<file path="config.mk">
export PLATFORM = sky130hd
export DESIGN_NAME = xgmii_link_fault_rs
export DESIGN_NICKNAME = d
export VERILOG_FILES = /design/src/rtl/xgmii_link_fault_rs.sv
export SDC_FILE = /design/constraint.sdc
export NUM_CORES = 1
export LEC_CHECK = 0
export CELL_PAD_IN_SITES_DETAIL_PLACEMENT = 0
export CELL_PAD_IN_SITES_GLOBAL_PLACEMENT = 1
export CORE_ASPECT_RATIO = 1.5
export CORE_UTILIZATION = 25
export DETAILED_ROUTE_END_ITERATION = 8
export PLACE_DENSITY_LB_ADDON = 0.25
export SLEW_MARGIN = 20
export SYNTH_ARGS = -nofsm -noshare
export SYNTH_HDL_FRONTEND = slang
export SYNTH_SLANG_ARGS = --single-unit
</file>
<file path="constraint.sdc">
create_clock -name xgmii_tx_clk -period 2.95 [get_ports xgmii_tx_clk]
set_input_delay 0.59 -clock xgmii_tx_clk [delete_from_list [all_inputs] [get_ports xgmii_tx_clk]]
set_output_delay 0.59 -clock xgmii_tx_clk [all_outputs]
set_load 0.02 [all_outputs]
</file>
<file path="src/rtl/xgmii_link_fault_rs.sv">
// Per-channel XGMII link fault sequence detection and RS fault signalling toward the PHY.
// Define XGMII_FAULT_STATS_EN to build the per-channel fault event counters (fault_cnt).
module xgmii_link_fault_rs #(
  parameter int NUM_CH     = 1,
  parameter int COL_WINDOW = 128,
  parameter int SEQ_THRESH = 4
) (
  input  logic                  xgmii_tx_clk,
  input  logic                  xgmii_tx_clk_reset,
  input  logic [72*NUM_CH-1:0]  rx_dc_in,
  input  logic [72*NUM_CH-1:0]  tx_dc_in,
  output logic [72*NUM_CH-1:0]  tx_dc_out,
  output logic [2*NUM_CH-1:0]   link_fault,
  output logic [16*NUM_CH-1:0]  fault_cnt,
  input  logic                  fault_cnt_clr
);

  typedef enum logic [1:0] {
    FAULT_OK     = 2'b00,
    FAULT_LOCAL  = 2'b01,
    FAULT_REMOTE = 2'b10
  } fault_e;

  localparam int              CW        = $clog2(COL_WINDOW + 1);
  localparam logic [CW-1:0]   COL_MAX   = CW'(COL_WINDOW);
  localparam logic [3:0]      SEQ_MIN   = 4'(SEQ_THRESH);
  localparam logic [35:0]     RF_COL    = {9'h002, 9'h000, 9'h000, 9'h19C};
  localparam logic [71:0]     RF_WORD   = {RF_COL, RF_COL};
  localparam logic [71:0]     IDLE_WORD = {8{9'h107}};

`ifndef XGMII_FAULT_STATS_EN
  logic unused_clr;
  assign unused_clr = fault_cnt_clr;
`endif

  for (genvar ch = 0; ch < NUM_CH; ch++) begin : g_ch
    fault_e        last_q, last_d, fault_q, fault_d, typ;
    logic [3:0]    seq_q, seq_d;
    logic [CW-1:0] col_q, col_d;
    logic [71:0]   rx_w, tx_w, tx_q;
    logic [35:0]   col;
    logic          is_seq;

    assign rx_w = rx_dc_in[72*ch +: 72];
    assign tx_w = tx_dc_in[72*ch +: 72];

    // Walk both columns in time order; a later column's event overrides an earlier one.
    always_comb begin
      last_d  = last_q;
      seq_d   = seq_q;
      col_d   = col_q;
      fault_d = fault_q;
      col     = '0;
      is_seq  = 1'b0;
      typ     = FAULT_LOCAL;
      for (int c = 0; c < 2; c++) begin
        col    = rx_w[36*c +: 36];
        is_seq = (col[8:0] == 9'h19C) && (col[26:9] == 18'h0) &&
                 ((col[35:27] == 9'h001) || (col[35:27] == 9'h002));
        typ    = col[28] ? FAULT_REMOTE : FAULT_LOCAL;
        if (is_seq) begin
          col_d = '0;
          if (typ == last_d) begin
            if (seq_d != 4'hF) seq_d = seq_d + 4'd1;
          end else begin
            last_d = typ;
            seq_d  = 4'd1;
          end
          if (seq_d >= SEQ_MIN) fault_d = last_d;
        end else begin
          if (col_d != COL_MAX) col_d = col_d + 1'b1;
          if (col_d == COL_MAX) begin
            fault_d = FAULT_OK;
            seq_d   = '0;
          end
        end
      end
    end

    always_ff @(posedge xgmii_tx_clk or posedge xgmii_tx_clk_reset) begin
      if (xgmii_tx_clk_reset) begin
        last_q  <= FAULT_LOCAL;
        seq_q   <= '0;
        col_q   <= '0;
        fault_q <= FAULT_OK;
        tx_q    <= IDLE_WORD;
      end else begin
        last_q  <= last_d;
        seq_q   <= seq_d;
        col_q   <= col_d;
        fault_q <= fault_d;
        case (fault_q)
          FAULT_LOCAL:  tx_q <= RF_WORD;
          FAULT_REMOTE: tx_q <= IDLE_WORD;
          default:      tx_q <= tx_w;
        endcase
      end
    end

    assign tx_dc_out[72*ch +: 72] = tx_q;
    assign link_fault[2*ch +: 2]  = fault_q;

`ifdef XGMII_FAULT_STATS_EN
    logic [15:0] cnt_q;

    // An episode is counted once, when the channel leaves OK; clear wins over a new episode.
    always_ff @(posedge xgmii_tx_clk or posedge xgmii_tx_clk_reset) begin
      if (xgmii_tx_clk_reset) begin
        cnt_q <= '0;
      end else if (fault_cnt_clr) begin
        cnt_q <= '0;
      end else if ((fault_q == FAULT_OK) && (fault_d != FAULT_OK) && (cnt_q != 16'hFFFF)) begin
        cnt_q <= cnt_q + 16'd1;
      end
    end

    assign fault_cnt[16*ch +: 16] = cnt_q;
`else
    assign fault_cnt[16*ch +: 16] = 16'h0000;
`endif
  end

endmodule

</file>
==> results of run 1 <==
## routing by layer
metal	routed length, um	up-vias
met4	99	0
met3	933	8
met5	0	-
li1	-	1886
met2	6756	190
met1	4895	1833
## through the flow
step,power (uW),cell area (um2),instances,util [%]
2_1_floorplan,1496,4245,433,-
3_3_place_gp,1801,6746,859,41.49
3_5_place_dp,1808,6746,859,41.49
4_1_cts,2990,7169,882,44.09
5_1_grt,3087,7362,885,45.28
6_report,2944,7362,885,45.28
## critical path, stage by stage
cell	delay, ns
sky130_fd_sc_hd__clkdlybuf4s50_1	0.41
sky130_fd_sc_hd__nor4_2	0.30
sky130_fd_sc_hd__nand2_2	0.13
sky130_fd_sc_hd__or3_4	0.39
sky130_fd_sc_hd__a211o_1	0.28
sky130_fd_sc_hd__o21a_1	0.13
sky130_fd_sc_hd__buf_4	0.16
sky130_fd_sc_hd__or3_1	0.34
sky130_fd_sc_hd__o31ai_1	0.24
sky130_fd_sc_hd__a21oi_1	0.10
## cell type report
type                    instances  share of cell area (%)
clock buffers                   9                   3.059
clock inverters                 7                   1.054
inverters                      12                  0.6288
multi-input cells             297                   25.56
flip-flops and latches         88                   30.52
well taps                     206                   3.501
repair buffers                266                   35.67
## Yosys cell counts (3+ instances only)
cell type,n
sky130_fd_sc_hd__o21ai_0,11
sky130_fd_sc_hd__clkbuf_1,11
sky130_fd_sc_hd__nor2b_1,5
sky130_fd_sc_hd__nand2b_1,9
sky130_fd_sc_hd__dfstp_2,33
sky130_fd_sc_hd__nand4_1,5
sky130_fd_sc_hd__a21oi_1,13
sky130_fd_sc_hd__o21a_1,3
sky130_fd_sc_hd__ha_1,6
sky130_fd_sc_hd__nor2_1,17
sky130_fd_sc_hd__xnor2_1,9
sky130_fd_sc_hd__nor3_1,6
sky130_fd_sc_hd__a21o_1,4
sky130_fd_sc_hd__or2_2,3
sky130_fd_sc_hd__or3_1,5
sky130_fd_sc_hd__buf_4,17
sky130_fd_sc_hd__a31oi_1,4
sky130_fd_sc_hd__inv_1,12
sky130_fd_sc_hd__xor2_1,4
sky130_fd_sc_hd__o211ai_1,6
sky130_fd_sc_hd__nand3_1,9
sky130_fd_sc_hd__nand2_1,81
sky130_fd_sc_hd__nor4bb_1,3
sky130_fd_sc_hd__and2_1,35
sky130_fd_sc_hd__nor4_1,14
sky130_fd_sc_hd__dfrtp_1,55
## power by group
| group | leakage (uW) | total (uW) | internal, uW | switching (uW) |
|---|---|---|---|---|
| Sequential | 0.000999 | 1290 | 1280 | 16.7 |
| Combinational | 0.00220 | 494 | 293 | 200 |
| Clock | 0.000152 | 1160 | 667 | 491 |
## registers in the layout, indices dropped and copies added (netlist names)
name,cells
g_ch.col_q,8
g_ch.last_q,2
g_ch.seq_q,4
link_fault,2
tx_dc_out,72
## worst max-delay path by stage
stage                          startpoint                    endpoint  slack (ns)  cells past startpoint
2_1_floorplan  g_ch[0].col_q[4]$_DFF_PP0_     link_fault[1]$_DFF_PP0_      -0.001                     12
6_report                     rx_dc_in[14]  g_ch[0].seq_q[3]$_DFF_PP0_        0.11                     10
3_5_place_dp                  rx_dc_in[5]     link_fault[1]$_DFF_PP0_       -0.49                     11
5_1_grt        g_ch[0].col_q[1]$_DFF_PP0_     link_fault[1]$_DFF_PP0_       -0.01                     12
4_1_cts                       rx_dc_in[7]  g_ch[0].seq_q[3]$_DFF_PP0_       0.009                     10
3_3_place_gp                 rx_dc_in[17]     link_fault[1]$_DFF_PP0_       -0.42                     11
## cell families (layout without fill, tap and decap cells)
kind of cell,count (synthesis),in the layout,share of synthesized area [%]
flip-flops,88,88,53.59
buffers and inverters,48,294,6.873
AO/OA/AOI/OAI,56,56,9.324
other,1,16,0.08957
adder cells (fa/ha/maj),7,7,2.032
AND/OR/NAND/NOR,205,205,25.37
XOR/XNOR,13,13,2.720
## timing repair
item                                   4_1_cts  5_1_grt
endpoints found under the hold margin        0        0
resized for setup                           13       53
setup endpoints to repair                    4        6
pin swaps                                    7       23
setup buffers                                7        3
==> implementation parameters, run 1 <==
Parameter                              Value

Floorplan
  Area of the die ... about 0.017 mm2
  Die outline height ... between 150 and 200 um
  Initial Util ... approximately 26%
  Die boundary width ... about 110 um
  Boundary pin count ... about 240
  Rows ... 57
  Placeable core region ... 0.01626 mm2

STA
  Setup total negative slack ... 0 ns
  Smallest hold slack ... 0.6717 ns
  Setup slack after layout ... roughly 0.11 ns
  Crit share post-route ... between 90% and 100%
  Relative slew slack ... roughly three fifths
  Maximum clock skew at final layout ... just under 0.007 ns
  Final number of setup-violating endpoints ... 0
  Max Freq ... ~350 MHz
  Final hold vios ... 0
  Time the worst path needs with I/O delays and setup ... 2.842 ns
  Transition at the pin with the smallest max-transition slack ... between 0.6 and 0.7 ns
  Max Transition Viols Final ... 0

Worst setup path
  Type of the worst setup path ... input pin to flop
  Worst flop-to-flop path startpoint ... g_ch[0].col_q[1]$_DFF_PP0_
  Category of the worst setup path launch point ... input pin
  Arr. time, crit path ... between 3 and 4 ns
  Number of cells on the worst reg-to-reg path ... 11
  Type of destination of the critical path ... flop
  Worst reg2reg path endpoint ... link_fault[1]$_DFF_PP0_
  Worst R2R Setup Slack ... 0.14 ns
  Maximum net fanout on the critical path ... 4
  Data required time of the critical path ... around 3.2 ns

Synth
  Cell area after synthesis ... roughly 0.0042 mm2
  Number of different library cells in the post-synthesis netlist ... 55
  Cell types with the largest area share after synthesis ... sky130_fd_sc_hd__dfrtp_1 33%, sky130_fd_sc_hd__dfstp_2 21%, sky130_fd_sc_hd__nand2_1 7.3%
  Cells after Synth ... 418
  Count of warnings emitted by yosys ... 0
  Number of enable-type register cells in the synthesized netlist ... 0
  Syn_area_per_cell ... approximately 10 um2
  Yosys top cell area share ... 32.88%
  Predominant post-synthesis flop cell ... sky130_fd_sc_hd__dfrtp_1
  Flops & latches, synth ... 88
  Proportion of synthesized flip-flops having asynchronous set or reset ... between 90% and 100%
  Cell taking the most area after synthesis ... sky130_fd_sc_hd__dfrtp_1
  Fraction of the yosys area taken by sequential cells ... 53.59%

Route
  Number of detailed-routing iterations run before antenna repair ... 4
  Post-DR wirelength/cell ... ~14 um
  DR DRC count ... 0
  Vias post-DR ... 3917
  Routed via count divided by cell count ... about 4.4
  DRT antenna net count ... 0
  Total Wirelength ... about 13 mm
  Iteration-0 DRC count of the detailed router ... 179

Global route
  GRT met1 Usage ... between 15 and 20%
  GR met2 Demand/Resource ... 27.27%
  Highest-utilization routing layer at the global route stage ... met2
  Final global-route overflow total ... 0
  Met3 usage in global routing ... about 3.3%
  Maximum number of pins on one net before global-route repair ... 89
  Aggregate global-route resource usage ... between 10% and 20%
  Antenna violations before repair ... 0
  Vias in the first global route ... around 4000
  Wire length of the first global-routing pass ... ~20 mm

Final layout
  Most frequent cells in the layout ... 190 x sky130_fd_sc_hd__clkdlybuf4s50_1, 80 x sky130_fd_sc_hd__nand2_1, 52 x sky130_fd_sc_hd__dfrtp_1
  Area growth, synth to finish ... 75.85%
  Diodes inserted ... 0
  Post-layout nets ... ~830
  Most common cell after layout, fill and taps aside ... sky130_fd_sc_hd__clkdlybuf4s50_1
  Fraction of layout instances using a drive strength above 1 ... just over 20%
  Final-layout fill cell count ... 1557
  Register Area ... 0.002247 mm2
  Area of the multi-input gates ... ~0.0019 mm2

Pwr
  Power per cell area ... roughly 400 mW/mm2
  Leak pwr ... roughly 0.0033 uW
  Maximum resistive drop on vdd ... about 230 uV

Placement
  Port Buf Inserts ... about 220
  Dpl hpwl ... roughly 9.7 mm
  Final RePlAce weighted congestion ... about 0.8
  Worst-case setup slack after placement ... -0.4887 ns

Run
  Max-Cap Viols ... 0

Clock network
  Number of clock buffers inserted by TritonCTS ... 9
  Clock sink total ... just under 90
  Post-CTS Hold Fix Bufs ... 0
  Max Root-Sink Buffers ... 2
  Master cell of the clock root buffer ... sky130_fd_sc_hd__clkbuf_16
  Clock Latency Late Sink ... roughly 0.34 ns
  H-tree level count ... 3
  Clock transition at the registers of the reported paths ... about 0.07 ns
  TritonCTS clock tree ... done

Run status
  Outcome ... complete, no violations

Worst hold path
  HP Class ... input pin to async pin
Power figures use the tool's default switching activity.
==> run 2: changes to the inputs <==
--- a/config.mk
+++ b/config.mk
@@ -9,6 +9,7 @@
 export CELL_PAD_IN_SITES_GLOBAL_PLACEMENT = 1
 export CORE_ASPECT_RATIO = 1.5
 export CORE_UTILIZATION = 25
+export CTS_BUF_LIST = sky130_fd_sc_hd__clkbuf_4 sky130_fd_sc_hd__clkbuf_8 sky130_fd_sc_hd__clkbuf_16
 export DETAILED_ROUTE_END_ITERATION = 8
 export PLACE_DENSITY_LB_ADDON = 0.25
 export SLEW_MARGIN = 20
==> results of run 2 <==
Final layout, timing and power as in run 1 (identical DEF).
